**src/rtl/alu_pipe.sv**
```systemverilog
// Registered ALU with valid/ready handshake on both sides and a shift-add multiplier.
// Define ALU_DIV_EN to add the restoring divider (DIVQ/DIVR); otherwise those opcodes decode as unused.
module alu_pipe #(
    parameter int width = 8,
    parameter int OPW   = 4
) (
    input  logic             clk,
    input  logic             rst_n,
    input  logic             in_valid,
    output logic             in_ready,
    input  logic [width-1:0] A,
    input  logic [width-1:0] B,
    input  logic [OPW-1:0]   OpCode,
    output logic             out_valid,
    input  logic             out_ready,
    output logic [width-1:0] res,
    output logic             zero,
    output logic             carry,
    output logic             overflow,
    output logic             neg
);
    localparam int unsigned W  = width;
    localparam int unsigned CW = $clog2(W);

    localparam logic [OPW-1:0] OP_ADD   = OPW'(0);
    localparam logic [OPW-1:0] OP_SUB   = OPW'(1);
    localparam logic [OPW-1:0] OP_AND   = OPW'(2);
    localparam logic [OPW-1:0] OP_OR    = OPW'(3);
    localparam logic [OPW-1:0] OP_XOR   = OPW'(4);
    localparam logic [OPW-1:0] OP_SHL   = OPW'(5);
    localparam logic [OPW-1:0] OP_SHR   = OPW'(6);
    localparam logic [OPW-1:0] OP_SLT   = OPW'(7);
    localparam logic [OPW-1:0] OP_MULLO = OPW'(8);
    localparam logic [OPW-1:0] OP_MULHI = OPW'(9);
    localparam logic [OPW-1:0] OP_ASR   = OPW'(10);
    localparam logic [OPW-1:0] OP_ROL   = OPW'(11);
`ifdef ALU_DIV_EN
    localparam logic [OPW-1:0] OP_DIVQ  = OPW'(12);
    localparam logic [OPW-1:0] OP_DIVR  = OPW'(13);
`endif

    typedef enum logic [1:0] {
        IDLE = 2'd0,
        MUL  = 2'd1,
        DONE = 2'd2
`ifdef ALU_DIV_EN
        , DIV = 2'd3
`endif
    } state_t;

    state_t           state, state_d, start_st;
    logic [OPW-1:0]   op_q;
    logic [W-1:0]     opnd;
    logic [2*W-1:0]   acc, mul_next, step_next;
    logic [W:0]       mul_sum, sum_w, dif_w;
    logic [CW-1:0]    cnt;
    logic             accept, is_mul, is_div, busy, last;
    logic             ld, ld_c, ld_v;
    logic [W-1:0]     ld_res, alu_res;
    logic             alu_c, alu_v;
`ifdef ALU_DIV_EN
    logic [W:0]       rem_sh;
    logic [W+1:0]     div_dif;
    logic [2*W-1:0]   div_next;
`endif

    assign accept = in_valid && in_ready;
    assign is_mul = (OpCode == OP_MULLO) || (OpCode == OP_MULHI);
`ifdef ALU_DIV_EN
    assign is_div = (OpCode == OP_DIVQ) || (OpCode == OP_DIVR);
    assign busy   = (state == MUL) || (state == DIV);
`else
    assign is_div = 1'b0;
    assign busy   = (state == MUL);
`endif
    assign last = (cnt == CW'(W - 1));

    // Single-cycle operation decode
    always_comb begin
        alu_res = '0;
        alu_c   = 1'b0;
        alu_v   = 1'b0;
        sum_w   = {1'b0, A} + {1'b0, B};
        dif_w   = {1'b0, A} - {1'b0, B};
        case (OpCode)
            OP_ADD: begin
                alu_res = sum_w[W-1:0];
                alu_c   = sum_w[W];
                alu_v   = ~(A[W-1] ^ B[W-1]) & (A[W-1] ^ sum_w[W-1]);
            end
            OP_SUB: begin
                alu_res = dif_w[W-1:0];
                alu_c   = dif_w[W];
                alu_v   = (A[W-1] ^ B[W-1]) & (A[W-1] ^ dif_w[W-1]);
            end
            OP_AND:  alu_res = A & B;
            OP_OR:   alu_res = A | B;
            OP_XOR:  alu_res = A ^ B;
            OP_SHL:  alu_res = {A[W-2:0], 1'b0};
            OP_SHR:  alu_res = {1'b0, A[W-1:1]};
            OP_SLT:  alu_res = W'(A < B);
            OP_ASR:  alu_res = {A[W-1], A[W-1:1]};
            OP_ROL:  alu_res = {A[W-2:0], A[W-1]};
            default: alu_res = '0;
        endcase
    end

    // Multiplier in low half of acc; partial product accumulates in the high half and shifts right
    assign mul_sum  = {1'b0, acc[2*W-1:W]} + (acc[0] ? {1'b0, opnd} : '0);
    assign mul_next = {mul_sum, acc[W-1:1]};

`ifdef ALU_DIV_EN
    // Remainder in high half, dividend shifts out of the low half as quotient bits shift in
    assign rem_sh   = {acc[2*W-1:W], acc[W-1]};
    assign div_dif  = {1'b0, rem_sh} - {2'b00, opnd};
    assign div_next = div_dif[W+1] ? {rem_sh[W-1:0], acc[W-2:0], 1'b0}
                                   : {div_dif[W-1:0], acc[W-2:0], 1'b1};
    assign step_next = (state == DIV) ? div_next : mul_next;
`else
    assign step_next = mul_next;
`endif

    always_comb begin
        start_st = DONE;
        if (is_mul) begin
            start_st = MUL;
        end
`ifdef ALU_DIV_EN
        else if (is_div) begin
            start_st = DIV;
        end
`endif
    end

    always_ff @(posedge clk or negedge rst_n) begin
        if (!rst_n) begin
            state <= IDLE;
        end else begin
            state <= state_d;
        end
    end

    always_comb begin
        state_d = state;
        case (state)
            IDLE:    if (in_valid) state_d = start_st;
            MUL:     if (last) state_d = DONE;
`ifdef ALU_DIV_EN
            DIV:     if (last) state_d = DONE;
`endif
            DONE:    if (out_ready) state_d = in_valid ? start_st : IDLE;
            default: state_d = IDLE;
        endcase
    end

    always_comb begin
        in_ready  = (state == IDLE) || ((state == DONE) && out_ready);
        out_valid = (state == DONE);
    end

    // Result load: either a single-cycle op at accept, or the final iterative step
    always_comb begin
        ld     = 1'b0;
        ld_res = '0;
        ld_c   = 1'b0;
        ld_v   = 1'b0;
        if (accept && !is_mul && !is_div) begin
            ld     = 1'b1;
            ld_res = alu_res;
            ld_c   = alu_c;
            ld_v   = alu_v;
        end else if ((state == MUL) && last) begin
            ld     = 1'b1;
            ld_res = (op_q == OP_MULHI) ? mul_next[2*W-1:W] : mul_next[W-1:0];
        end
`ifdef ALU_DIV_EN
        else if ((state == DIV) && last) begin
            ld     = 1'b1;
            ld_res = (op_q == OP_DIVR) ? div_next[2*W-1:W] : div_next[W-1:0];
            ld_v   = (opnd == '0);
        end
`endif
    end

    always_ff @(posedge clk or negedge rst_n) begin
        if (!rst_n) begin
            op_q <= '0;
            opnd <= '0;
            acc  <= '0;
            cnt  <= '0;
        end else if (accept) begin
            op_q <= OpCode;
            opnd <= is_div ? B : A;
            acc  <= {W'(0), (is_div ? A : B)};
            cnt  <= '0;
        end else if (busy) begin
            acc  <= step_next;
            cnt  <= last ? '0 : cnt + CW'(1);
        end
    end

    always_ff @(posedge clk or negedge rst_n) begin
        if (!rst_n) begin
            res      <= '0;
            zero     <= 1'b0;
            carry    <= 1'b0;
            overflow <= 1'b0;
            neg      <= 1'b0;
        end else if (ld) begin
            res      <= ld_res;
            zero     <= (ld_res == '0);
            carry    <= ld_c;
            overflow <= ld_v;
            neg      <= ld_res[W-1];
        end
    end

endmodule

```
**config.mk**
```make
export PLATFORM = sky130hd
export DESIGN_NAME = alu_pipe
export DESIGN_NICKNAME = d
export VERILOG_FILES = /design/src/rtl/alu_pipe.sv
export SDC_FILE = /design/constraint.sdc
export NUM_CORES = 1
export LEC_CHECK = 0
export ABC_AREA = 1
export BUFFER_PORTS_ARGS = -buffer_cell sky130_fd_sc_hd__buf_2
export CAP_MARGIN = 40
export CORE_ASPECT_RATIO = 1.5
export CORE_MARGIN = 2
export CORE_UTILIZATION = 60
export DETAILED_ROUTE_END_ITERATION = 7
export HOLD_SLACK_MARGIN = 0.02
export PLACE_DENSITY = 0.81
export SETUP_SLACK_MARGIN = 0.15
export SKIP_CTS_REPAIR_TIMING = 1
export SLEW_MARGIN = 25
export SYNTH_ARGS = -nofsm -noshare
export SYNTH_HDL_FRONTEND = slang
export SYNTH_SLANG_ARGS = --single-unit
```
**constraint.sdc**
```tcl
create_clock -name clk -period 3.2 [get_ports clk]
set_clock_uncertainty 0.15 [all_clocks]
set_input_delay 0 -clock clk [delete_from_list [all_inputs] [get_ports clk]]
set_output_delay 0 -clock clk [all_outputs]
set_load 0.01 [all_outputs]
```
Word level (Yosys, flattened, before mapping)
Cells that the tools add are included.
- register bits: 45
- input port bits: 24
- output and inout port bits: 14
- word-level logic and storage cells: 76
- add/sub/neg operators: 4
- order comparisons: 1
- equal/unequal tests: 18
- muxes and demuxes: 22
- bitwise logic cells: 9
- reduce and logical (&&, ||, !) cells: 12
- operator list (cell ; count):
    8-bit one-hot mux with 10 select lines ; 1
    16-bit 2-to-1 mux ; 2
    8-bit 2-to-1 mux ; 4
    4-bit equality test, second input constant ; 5
    8-bit by 8-bit adder with 9-bit output ; 2
    4-bit by 3-bit equality test with 1-bit output, second input constant ; 4
    2-bit 2-to-1 mux ; 5
    3-bit 2-to-1 mux ; 3
    8-bit by 8-bit subtractor with 9-bit output ; 1
    8-bit bitwise AND ; 1
    4-bit by 2-bit equality test with 1-bit output, second input constant ; 2
    8-bit logical NOT ; 1
    8-bit less-than comparator ; 1
    8-bit OR ; 1
    8-bit XOR ; 1
    2-bit one-hot mux with 3 select lines ; 1
    4-bit by 1-bit equality test with 1-bit output, second input constant ; 1
    1-bit logical AND ; 4
    4-bit logical NOT ; 1
    1-bit 2-to-1 mux ; 4
    2-bit by 1-bit inequality test with 1-bit output, second input constant ; 2
    1-bit one-hot mux with 2 select lines ; 2
    3-bit by 1-bit adder with 3-bit output, second input constant ; 1
    3-bit equality test, second input constant ; 1
    other kinds (11) ; 15

Depth between registers and ports, before layout
Gate-level depths: netlist of the first run.
- word-level depth: 7
- depth in mapped cells: 17
- depth with buffers taken out: 16

Worst setup path before layout of the first run
OpenSTA, ideal clock, no wires.
- kind: register to register
- start point: reg acc[0]
- end point: reg zero
- setup time: 0.065 ns
- data arrival time: 2.001 ns
- data required time: 2.985 ns
- setup slack: 0.984 ns
- stages on the path, launching flop included: 17
- cell sequence: dfrtp_1 > clkbuf_1 > nand2_1 > inv_1 > ha_1 > inv_1 > fa_1 > inv_1 > nand3_1 > nand2_1 > xnor2_1 > nand2_1 > nand2_1 > nand3_1 > nor2_1 > nand4_1 > nand2_1
- longest elaborated chain between the ends: 6
- RTL lines (element ; line ; text):
    start: declaration ; 54 ; logic [2*W-1:0] acc, mul_next, step_next;
    start signal: assignment ; 194 ; acc <= {W'(0), (is_div ? A : B)};
    start signal: assignment ; 197 ; acc <= step_next;
    8-bit 2-to-1 mux ; 109 ; assign mul_sum = {1'b0, acc[2*W-1:W]} + (acc[0] ? {1'b0, opnd} : '0);
    8-bit by 8-bit adder with 9-bit output ; 109 ;
    8-bit 2-to-1 mux ; 174 ; ld_res = (op_q == OP_MULHI) ? mul_next[2*W-1:W] : mul_next[W-1:0];
    8-bit 2-to-1 mux ; 172 ; end else if ((state == MUL) && last) begin
    8-bit 2-to-1 mux ; 167 ; if (accept && !is_mul && !is_div) begin
    8-bit logical NOT ; 211 ; zero <= (ld_res == '0);
    end signal: assignment ; 211 ;
    end: declaration ; 17 ; output logic zero,
Every way passes these cells.
A chain may end at the register's enable or synchronous reset.

Worst setup path after layout of the first run
- start point: in A[2]
- end point: reg zero
- longest elaborated chain between the ends: 4
- elaborated cells between the ends (all ways): 9
- classes of those cells: 2 x add/sub; 1 x order compare; 2 x mux; 3 x bitwise; 1 x reduce/logical
- RTL lines (element ; line ; text):
    start: declaration ; 11 ; input logic [width-1:0] A,
    8-bit by 8-bit subtractor with 9-bit output (tied with other cells) ; 84 ; dif_w = {1'b0, A} - {1'b0, B};
    8-bit one-hot mux with 10 select lines (*) ; 85 ; case (OpCode)
    8-bit 2-to-1 mux (*) ; 167 ;
    8-bit logical NOT (*) ; 211 ;
Every way passes the cells marked *; elsewhere a longest branch is shown, timed or not.

==> metrics.log, run 1 <==
INFO  metric fin_setup_tns = 0 ns
INFO  metric cp.arrival = between 2 and 3 ns
INFO  metric worst_ir_drop_on_vdd = 0.184 mV
INFO  metric core_area = roughly 0.0064 mm^2
INFO  metric routabilityCongestion = around 0.95
INFO  metric antenna_violating_nets_post_route = 0
INFO  metric groute.usage.overall = between 30% and 40%
INFO  metric synth_simple_gate_area_share = between 30% and 40%
INFO  metric totalWireLength = 11500 um
INFO  metric relSlewSlack = 46.6%
INFO  metric cts_tree = built
INFO  metric hpwl = just under 9000 um
INFO  metric drtIter0Drc = 333
INFO  metric clkLatencyLatePin = ~0.3 ns
INFO  metric antenna_violations_before_repair = 0
INFO  metric ys_ff_latch = 44
INFO  metric die-area = 0.00720 mm^2
INFO  metric p_leak = around 0.0026 uW
INFO  metric power_density = 422 mW/mm^2
INFO  metric register_area = between 0.001 and 0.0015 mm^2
INFO  metric synthXorXnorAreaFrac = less than 1%
INFO  metric num-nets-final = between 700 and 800
INFO  metric drc_errors = 0
INFO  metric cts.sinks = between 40 and 50
INFO  metric synth.cell_area = approximately 0.004 mm^2
INFO  metric cts_buffer_depth = 2
INFO  metric global_route.overflow_total = 0
INFO  metric slowest_stage = sky130_fd_sc_hd__dlygate4sd3_1
INFO  metric min_path_type = in2async
INFO  metric worst_ep_required_time = around 3.3 ns
INFO  metric grt_setup_unrepaired = false
INFO  metric area_growth = 13.4%
INFO  metric end_kind = register
INFO  metric critical_path.max_fanout = 11
INFO  metric ioPinCount = 38
INFO  metric tightestPinTransition = roughly 0.80 ns
INFO  metric fillerInstances = 586
INFO  metric cp-start-kind = input pin
INFO  metric netlist-cell-type-count = 30
INFO  metric share_of_the_synthesized_area_in_compound_gates_ao_oa_aoi_oai = between 10% and 20%
INFO  metric die_width = ~70 um
INFO  metric setup_viol = 0
INFO  metric antenna_cells = 0
INFO  metric vias_in_the_first_global_route = 3895
INFO  metric gate_count_post_synth = 616
INFO  metric crit_path_cell_trace = dlygate4sd3_1, buf_2, inv_1, ha_1, nand2_1, nand2_1, inv_1, nand2_1, nand2_1, nand3_1, nand2_1, o21ai_0, nand3_1, nor2_1, nand4_1, nand2_1
INFO  metric syn_nets = 677
INFO  metric fin_hold_viols = 16
INFO  metric tritoncts.num_buffers = 5
INFO  metric timing_max_transition_violations_final = 0
INFO  metric grt_pass1_wl = approximately 18000 um
INFO  metric slowest_stage_delay_on_critical_path = roughly 0.53 ns
INFO  metric vias_per_cell = 5.65
INFO  metric multiInputGateArea = 0.00239 mm^2
INFO  metric period_share = 83.9%
INFO  metric post_drt_wl_per_cell = 15.5 um
INFO  metric via_count = 4201
INFO  metric drt_pass1_iterations = 6
INFO  metric fin_crit = 2.69 ns
INFO  metric place.port_buffers = 37
INFO  metric timing.max_cap.violations = 0
INFO  metric drive_above_1_share = under 10%
INFO  metric critical_path.startpoint = A[2]
INFO  metric maximum_number_of_pins_on_one_net_before_global_route_repair = 46
INFO  metric share_of_synthesized_area_occupied_by_flip_flops_and_latches = 28.1%
INFO  metric cts_root_buffer = sky130_fd_sc_hd__clkbuf_8
INFO  metric crit-reg2reg-launch = acc[0]$_DFFE_PN0P_
INFO  metric synth.mux.area_fraction = 0%
INFO  metric ys_warn_count = 0
INFO  metric violations_in_the_final_reports = hold timing
INFO  metric whs = -0.0243 ns
INFO  metric die_y = 103 um
INFO  metric synth_top_family_by_area = simple AND/OR/NAND/NOR gates
INFO  metric crit_path_frequent_cell = sky130_fd_sc_hd__nand2_1
INFO  metric cts.htree.levels = 2
INFO  metric floorplan.initialDensity = 61.2%
INFO  metric synth_fa_ha_area_share = 12.4%
INFO  metric criticalPathCategory = in2reg
INFO  metric max_freq = approximately 370 MHz
INFO  metric status = finished, violations left
INFO  metric cts.clk_slew.worst_paths = 0.08 ns
INFO  metric rows = 36
INFO  metric postLayoutCoreUtil = between 60% and 70%
INFO  metric syn-mean-instance-area = 6.35 um^2
-- placed cells by master (no fill, tap or decap) --
master                          instances
sky130_fd_sc_hd__clkinv_2               1
sky130_fd_sc_hd__xnor2_1                2
sky130_fd_sc_hd__nand4_1                9
sky130_fd_sc_hd__nor2_2                 3
sky130_fd_sc_hd__o32ai_1                1
sky130_fd_sc_hd__o211ai_1               3
sky130_fd_sc_hd__clkinvlp_4             1
sky130_fd_sc_hd__nand2_1              210
sky130_fd_sc_hd__o21ai_0               28
sky130_fd_sc_hd__nor3_1                 2
sky130_fd_sc_hd__buf_4                  3
sky130_fd_sc_hd__a22o_1                 1
sky130_fd_sc_hd__o21a_1                 1
sky130_fd_sc_hd__nand3_1               68
sky130_fd_sc_hd__or2_2                  1
sky130_fd_sc_hd__dlygate4sd3_1         19
sky130_fd_sc_hd__buf_12                 1
sky130_fd_sc_hd__a21oi_1               21
sky130_fd_sc_hd__a211oi_1               2
sky130_fd_sc_hd__buf_2                 37
sky130_fd_sc_hd__inv_1                 93
sky130_fd_sc_hd__ha_1                  34
sky130_fd_sc_hd__fa_1                   3
sky130_fd_sc_hd__o221ai_1               8
sky130_fd_sc_hd__nand3_2                1
sky130_fd_sc_hd__nor2_1                56
sky130_fd_sc_hd__clkbuf_8               5
sky130_fd_sc_hd__o31ai_1                1
sky130_fd_sc_hd__xor2_1                 1
sky130_fd_sc_hd__nand2_2                4
sky130_fd_sc_hd__a31o_2                 1
sky130_fd_sc_hd__o21bai_1               1
sky130_fd_sc_hd__dfrtp_1               44
sky130_fd_sc_hd__nand3b_1               2
-- logic make-up (layout without fill, tap and decap cells) --
| logic type | Yosys count | in the layout |
|---|---|---|
| AO/OA/AOI/OAI | 68 | 68 |
| buffers and inverters | 108 | 160 |
| adder cells (fa/ha/maj) | 37 | 37 |
| XOR/XNOR | 3 | 3 |
| AND/OR/NAND/NOR | 356 | 356 |
| flip-flops | 44 | 44 |
-- critical path: cells and delay by family --
family          cells  cell delay (ns)
compound gates      1             0.31
fa+ha+maj           1             0.53
buf+inv             4             0.92
simple gates       10             1.02
-- worst paths after layout --
kind / slack, ns / to / cells past startpoint
worst min-delay path: -0.02 / state[0]$_DFFE_PN0P_ / 2
worst max register to register: 0.57 / zero$_DFFE_PN0P_ / 15
max in group asynchronous: 2.45 / opnd[1]$_DFFE_PN0P_ / 3
min in group clk: -0.02 / acc[7]$_DFFE_PN0P_ / 3
worst min register to register: 0.34 / overflow$_DFFE_PN0P_ / 2
worst max-delay path: 0.51 / zero$_DFFE_PN0P_ / 16
-- registers in the layout (all words and copies together) (netlist names) --
register	flops
acc	16
carry	1
cnt	3
op_q	4
opnd	8
overflow	1
res	8
state	2
zero	1
-- metrics by stage --
stage	instance area (um^2)	setup slack, ns	instances	power (uW)	hold slack [ns]
after CTS	4240	0.606	724	1850	-0.558
after global routing	4440	0.355	744	2010	0.0190
after detailed placement	4160	0.647	717	1510	-0.224
final	4440	0.515	744	1870	-0.0243
after global placement	4140	0.724	716	1490	0.0433
after floorplan	3910	0.984	616	1270	-0.446
-- cell type report --
| type | count | share of cell area, % |
|---|---|---|
| tap | 76 | 2.14 |
| sequential | 44 | 24.8 |
| multi-input combinational | 464 | 53.9 |
| timing repair buffer | 60 | 9.42 |
| inverter | 93 | 7.87 |
| clock buffer | 5 | 1.55 |
| clock inverter | 2 | 0.282 |
-- power breakdown --
group          switching, uW  internal (uW)  total, uW
clock network            190            148        337
logic                    490            268        757
registers               94.7            685        779
total                    774           1100       1870
-- synthesized netlist by cell type --
master	number	area (um^2)
sky130_fd_sc_hd__xnor2_1	2	17.5
sky130_fd_sc_hd__a211oi_1	2	15.0
sky130_fd_sc_hd__dfrtp_1	44	1100
sky130_fd_sc_hd__nor3_1	2	10.0
sky130_fd_sc_hd__o221ai_1	8	70.1
sky130_fd_sc_hd__nand3_2	1	10.0
sky130_fd_sc_hd__nand3b_1	2	15.0
sky130_fd_sc_hd__o21bai_1	1	7.51
sky130_fd_sc_hd__o32ai_1	1	8.76
sky130_fd_sc_hd__o31ai_1	1	7.51
sky130_fd_sc_hd__clkbuf_1	8	30.0
sky130_fd_sc_hd__nand2_2	4	25.0
sky130_fd_sc_hd__nor2_1	56	210
sky130_fd_sc_hd__a31o_2	1	8.76
sky130_fd_sc_hd__nand3_1	68	340
sky130_fd_sc_hd__o211ai_1	3	22.5
sky130_fd_sc_hd__nand2_1	210	788
sky130_fd_sc_hd__a21oi_1	21	105
sky130_fd_sc_hd__nor2_2	3	18.8
sky130_fd_sc_hd__inv_1	93	349
sky130_fd_sc_hd__ha_1	34	425
sky130_fd_sc_hd__o21a_1	1	7.51
sky130_fd_sc_hd__buf_4	2	15.0
sky130_fd_sc_hd__a22o_1	1	8.76
sky130_fd_sc_hd__xor2_1	1	8.76
sky130_fd_sc_hd__or2_2	1	6.26
sky130_fd_sc_hd__o21ai_0	28	140
sky130_fd_sc_hd__buf_2	5	25.0
sky130_fd_sc_hd__nand4_1	9	56.3
sky130_fd_sc_hd__fa_1	3	60.1
-- layer usage --
metal  vias to the layer above  wire [um]  GRT usage, %
li1                       2060          -             -
met1                      1911       4260          34.9
met2                       170       5920          57.9
met3                        60        520          3.91
met4                         0        836          24.4
met5                         -          0             0
No activity file was read; power rests on OpenSTA's default activity.
==> inputs of run 2 (changes only) <==
Settings changed: CORE_UTILIZATION 60 to 55, PLACE_DENSITY 0.81 to 0.78.
Clock period 3.2 ns to 2.2 ns, I/O delays scaled along.
==> run 2 against run 1 <==
Net effect:
- the run ends with setup timing left
- critical path depth down 1
- clock power increased by 50%
- flip-flop and latch count did not move
- setup slack lost 0.52 ns
- largest cell class unchanged
- largest power group is now combinational logic
==> metrics.log, run 2 (synthesized netlist as in run 1, its figures left out) <==
INFO  metric area_growth = 25.1%
INFO  metric relSlewSlack = 62.1%
INFO  metric die-area = 0.00782 mm^2
INFO  metric fillerInstances = about 600
INFO  metric critical_path.max_fanout = 7
INFO  metric cp-start-kind = register
INFO  metric largest_reg_flops = 16
INFO  metric commonest_non_fill_non_tap_cell_in_the_layout = sky130_fd_sc_hd__nand2_1
INFO  metric multiInputGateArea = 0.00250 mm^2
INFO  metric antenna_cells = 0
INFO  metric via_count = 4366
INFO  metric global_route.overflow_total = 0
INFO  metric timing.max_cap.violations = 0
INFO  metric final_design_area_no_fill = 0.00490 mm^2
INFO  metric vias_in_the_first_global_route = 4133
INFO  metric rows = 37
INFO  metric setup_viol = 1
INFO  metric antenna_violations_before_repair = 0
INFO  metric drc_errors = 0
INFO  metric period_share = 100%
INFO  metric cts_tree = built
INFO  metric largest_register = acc
INFO  metric largestRegisters = acc: 16 flops, opnd: 8 flops, res: 8 flops
INFO  metric fin_setup_tns = -0.00886 ns
INFO  metric register_area = 0.00110 mm^2
INFO  metric fin_crit = 2.21 ns
INFO  metric violations_in_the_final_reports = setup timing
INFO  metric postLayoutCoreUtil = 71.0%
INFO  metric die_y = approximately 110 um
INFO  metric groute.usage.overall = 31.5%
INFO  metric max_freq = between 400 and 500 MHz
INFO  metric drt_pass1_iterations = 5
INFO  metric cts_buffer_depth = 2
INFO  metric power_density = 595 mW/mm^2
INFO  metric num-nets-final = 772
INFO  metric pwr-share-clk = 17.3%
INFO  metric end_kind = register
INFO  metric worst_ep_required_time = between 2 and 2.5 ns
INFO  metric sequential_power_share = 38.9%
INFO  metric totalWireLength = 12300 um
INFO  metric cts_root_buffer = sky130_fd_sc_hd__clkbuf_8
INFO  metric global_route.usage.met2 = 57.7%
INFO  metric maximum_number_of_pins_on_one_net_before_global_route_repair = 46
INFO  metric cts.sinks = 44
INFO  metric core_area = slightly below 0.007 mm^2
INFO  metric slowest_stage_delay_on_critical_path = 0.46 ns
INFO  metric clkLatencyLatePin = 0.31 ns
INFO  metric post_drt_wl_per_cell = 15.5 um
INFO  metric crit_path_cell_trace = buf_4, nand2_1, inv_1, ha_4, nand2_1, or2_2, nand3_1, nand2_1, nand2_1, nand2_1, nand2_2, nand2_1, nor2_2, nand4_1, nand2_1
INFO  metric grt_setup_unrepaired = true
INFO  metric cp.arrival = 2.32 ns
INFO  metric sw_frac_of_total = 40.7%
INFO  metric crit_path_frequent_cell = sky130_fd_sc_hd__nand2_1
INFO  metric grtUsageMet3 = 3.65%
INFO  metric drtIter0Drc = 420
INFO  metric grt_pass1_wl = 19000 um
INFO  metric placedInstanceArea = 0.00446 mm^2
INFO  metric criticalPathCategory = reg2reg
INFO  metric tritoncts.num_buffers = 5
INFO  metric slowest_stage = sky130_fd_sc_hd__dfrtp_2
INFO  metric worst_ir_drop_on_vdd = 0.358 mV
INFO  metric timing.final.ws_setup = -0.00886 ns
INFO  metric cts.clk_slew.worst_paths = 0.09 ns
INFO  metric die_width = 72.9 um
INFO  metric timing_max_transition_violations_final = 0
INFO  metric cts.htree.levels = 2
INFO  metric min_path_type = in2reg
INFO  metric met1_usage = about a third
INFO  metric floorplan.initialDensity = 56.7%
INFO  metric power.combinational.fraction = 43.7%
INFO  metric status = finished, violations left
INFO  metric tightestPinTransition = 0.566 ns
INFO  metric p_leak = 0.00282 uW
INFO  metric place.port_buffers = 37
INFO  metric final_power = between 2000 and 3000 uW
INFO  metric layout_common_cells = sky130_fd_sc_hd__nand2_1 (205), sky130_fd_sc_hd__inv_1 (91), sky130_fd_sc_hd__nand3_1 (64)
INFO  metric grt_busiest_layer = met2
INFO  metric cell_internal_pwr = 1730 uW
INFO  metric antenna_violating_nets_post_route = 0
INFO  metric ioPinCount = 38
INFO  metric drive_above_1_share = 17.8%
INFO  metric power.net_switching = 1190 uW
INFO  metric whs = 0.0143 ns
INFO  metric routabilityCongestion = 0.989
INFO  metric vias_per_cell = 5.53
INFO  metric hpwl = 9570 um
INFO  metric fin_hold_viols = 0
[run 2: changes by cell type in the layout (fill, tap and decap cells not counted), sizes merged]
| cell | delta |
|---|---|
| clkinvlp | -1 |
| dlygate4sd3 | +1 |
| clkinv | +2 |
| buf | +42 |
[run 2: critical path: cells and delay by family, from the launching register on]
| family | cells | cell delay [ns] |
|---|---|---|
| AND/OR/NAND/NOR | 12 | 1.07 |
| flip-flops | 1 | 0.46 |
| adder cells (fa/ha/maj) | 1 | 0.29 |
| buffers and inverters | 2 | 0.21 |
[run 2: area by class of cell]
cell class | count | share of cell area (%)
clock buffers | 5 | 1.41
clock inverters | 3 | 0.383
inverters | 93 | 7.13
multi-input cells | 464 | 51.1
flip-flops and latches | 44 | 22.5
well taps | 78 | 1.99
repair buffers | 103 | 15.4
[run 2: final timing paths]
check / slack [ns] / cells after the start / end / from
setup / recovery: -0.009 / 15 / zero$_DFFE_PN0P_ / acc[0]$_DFFE_PN0P_
hold / removal: 0.01 / 4 / acc[4]$_DFFE_PN0P_ / B[4]
setup reg to reg: -0.009 / 15 / zero$_DFFE_PN0P_ / acc[0]$_DFFE_PN0P_
hold reg to reg: 0.34 / 2 / res[1]$_DFFE_PN0P_ / res[1]$_DFFE_PN0P_
max in group asynchronous: 0.85 / 3 / acc[0]$_DFFE_PN0P_ / rst_n
min in group asynchronous: 0.04 / 3 / acc[13]$_DFFE_PN0P_ / rst_n
[run 2: layer usage]
metal	vias up	part of all wire (%)	wire length [um]
li1	2144	-	-
met1	2027	38	4630
met2	146	53	6500
met3	49	3.8	463
met4	0	5.4	665
met5	-	0	0
[run 2: through the flow]
stage | setup WS, ns | cells
floorplan | 0.158 | 616
global placement | -0.0389 | 755
detailed placement | -0.102 | 756
CTS | -0.118 | 764
global route | -0.192 | 790
finish | -0.00886 | 790
[run 2: power by group through the flow]
stage,combinational [uW],clock [uW],sequential [uW]
global route,1420,539,1150
detailed placement,1150,0,1140
CTS,1160,509,1130
global placement,1120,0,1140
floorplan,740,0,1120
finish,1270,505,1130
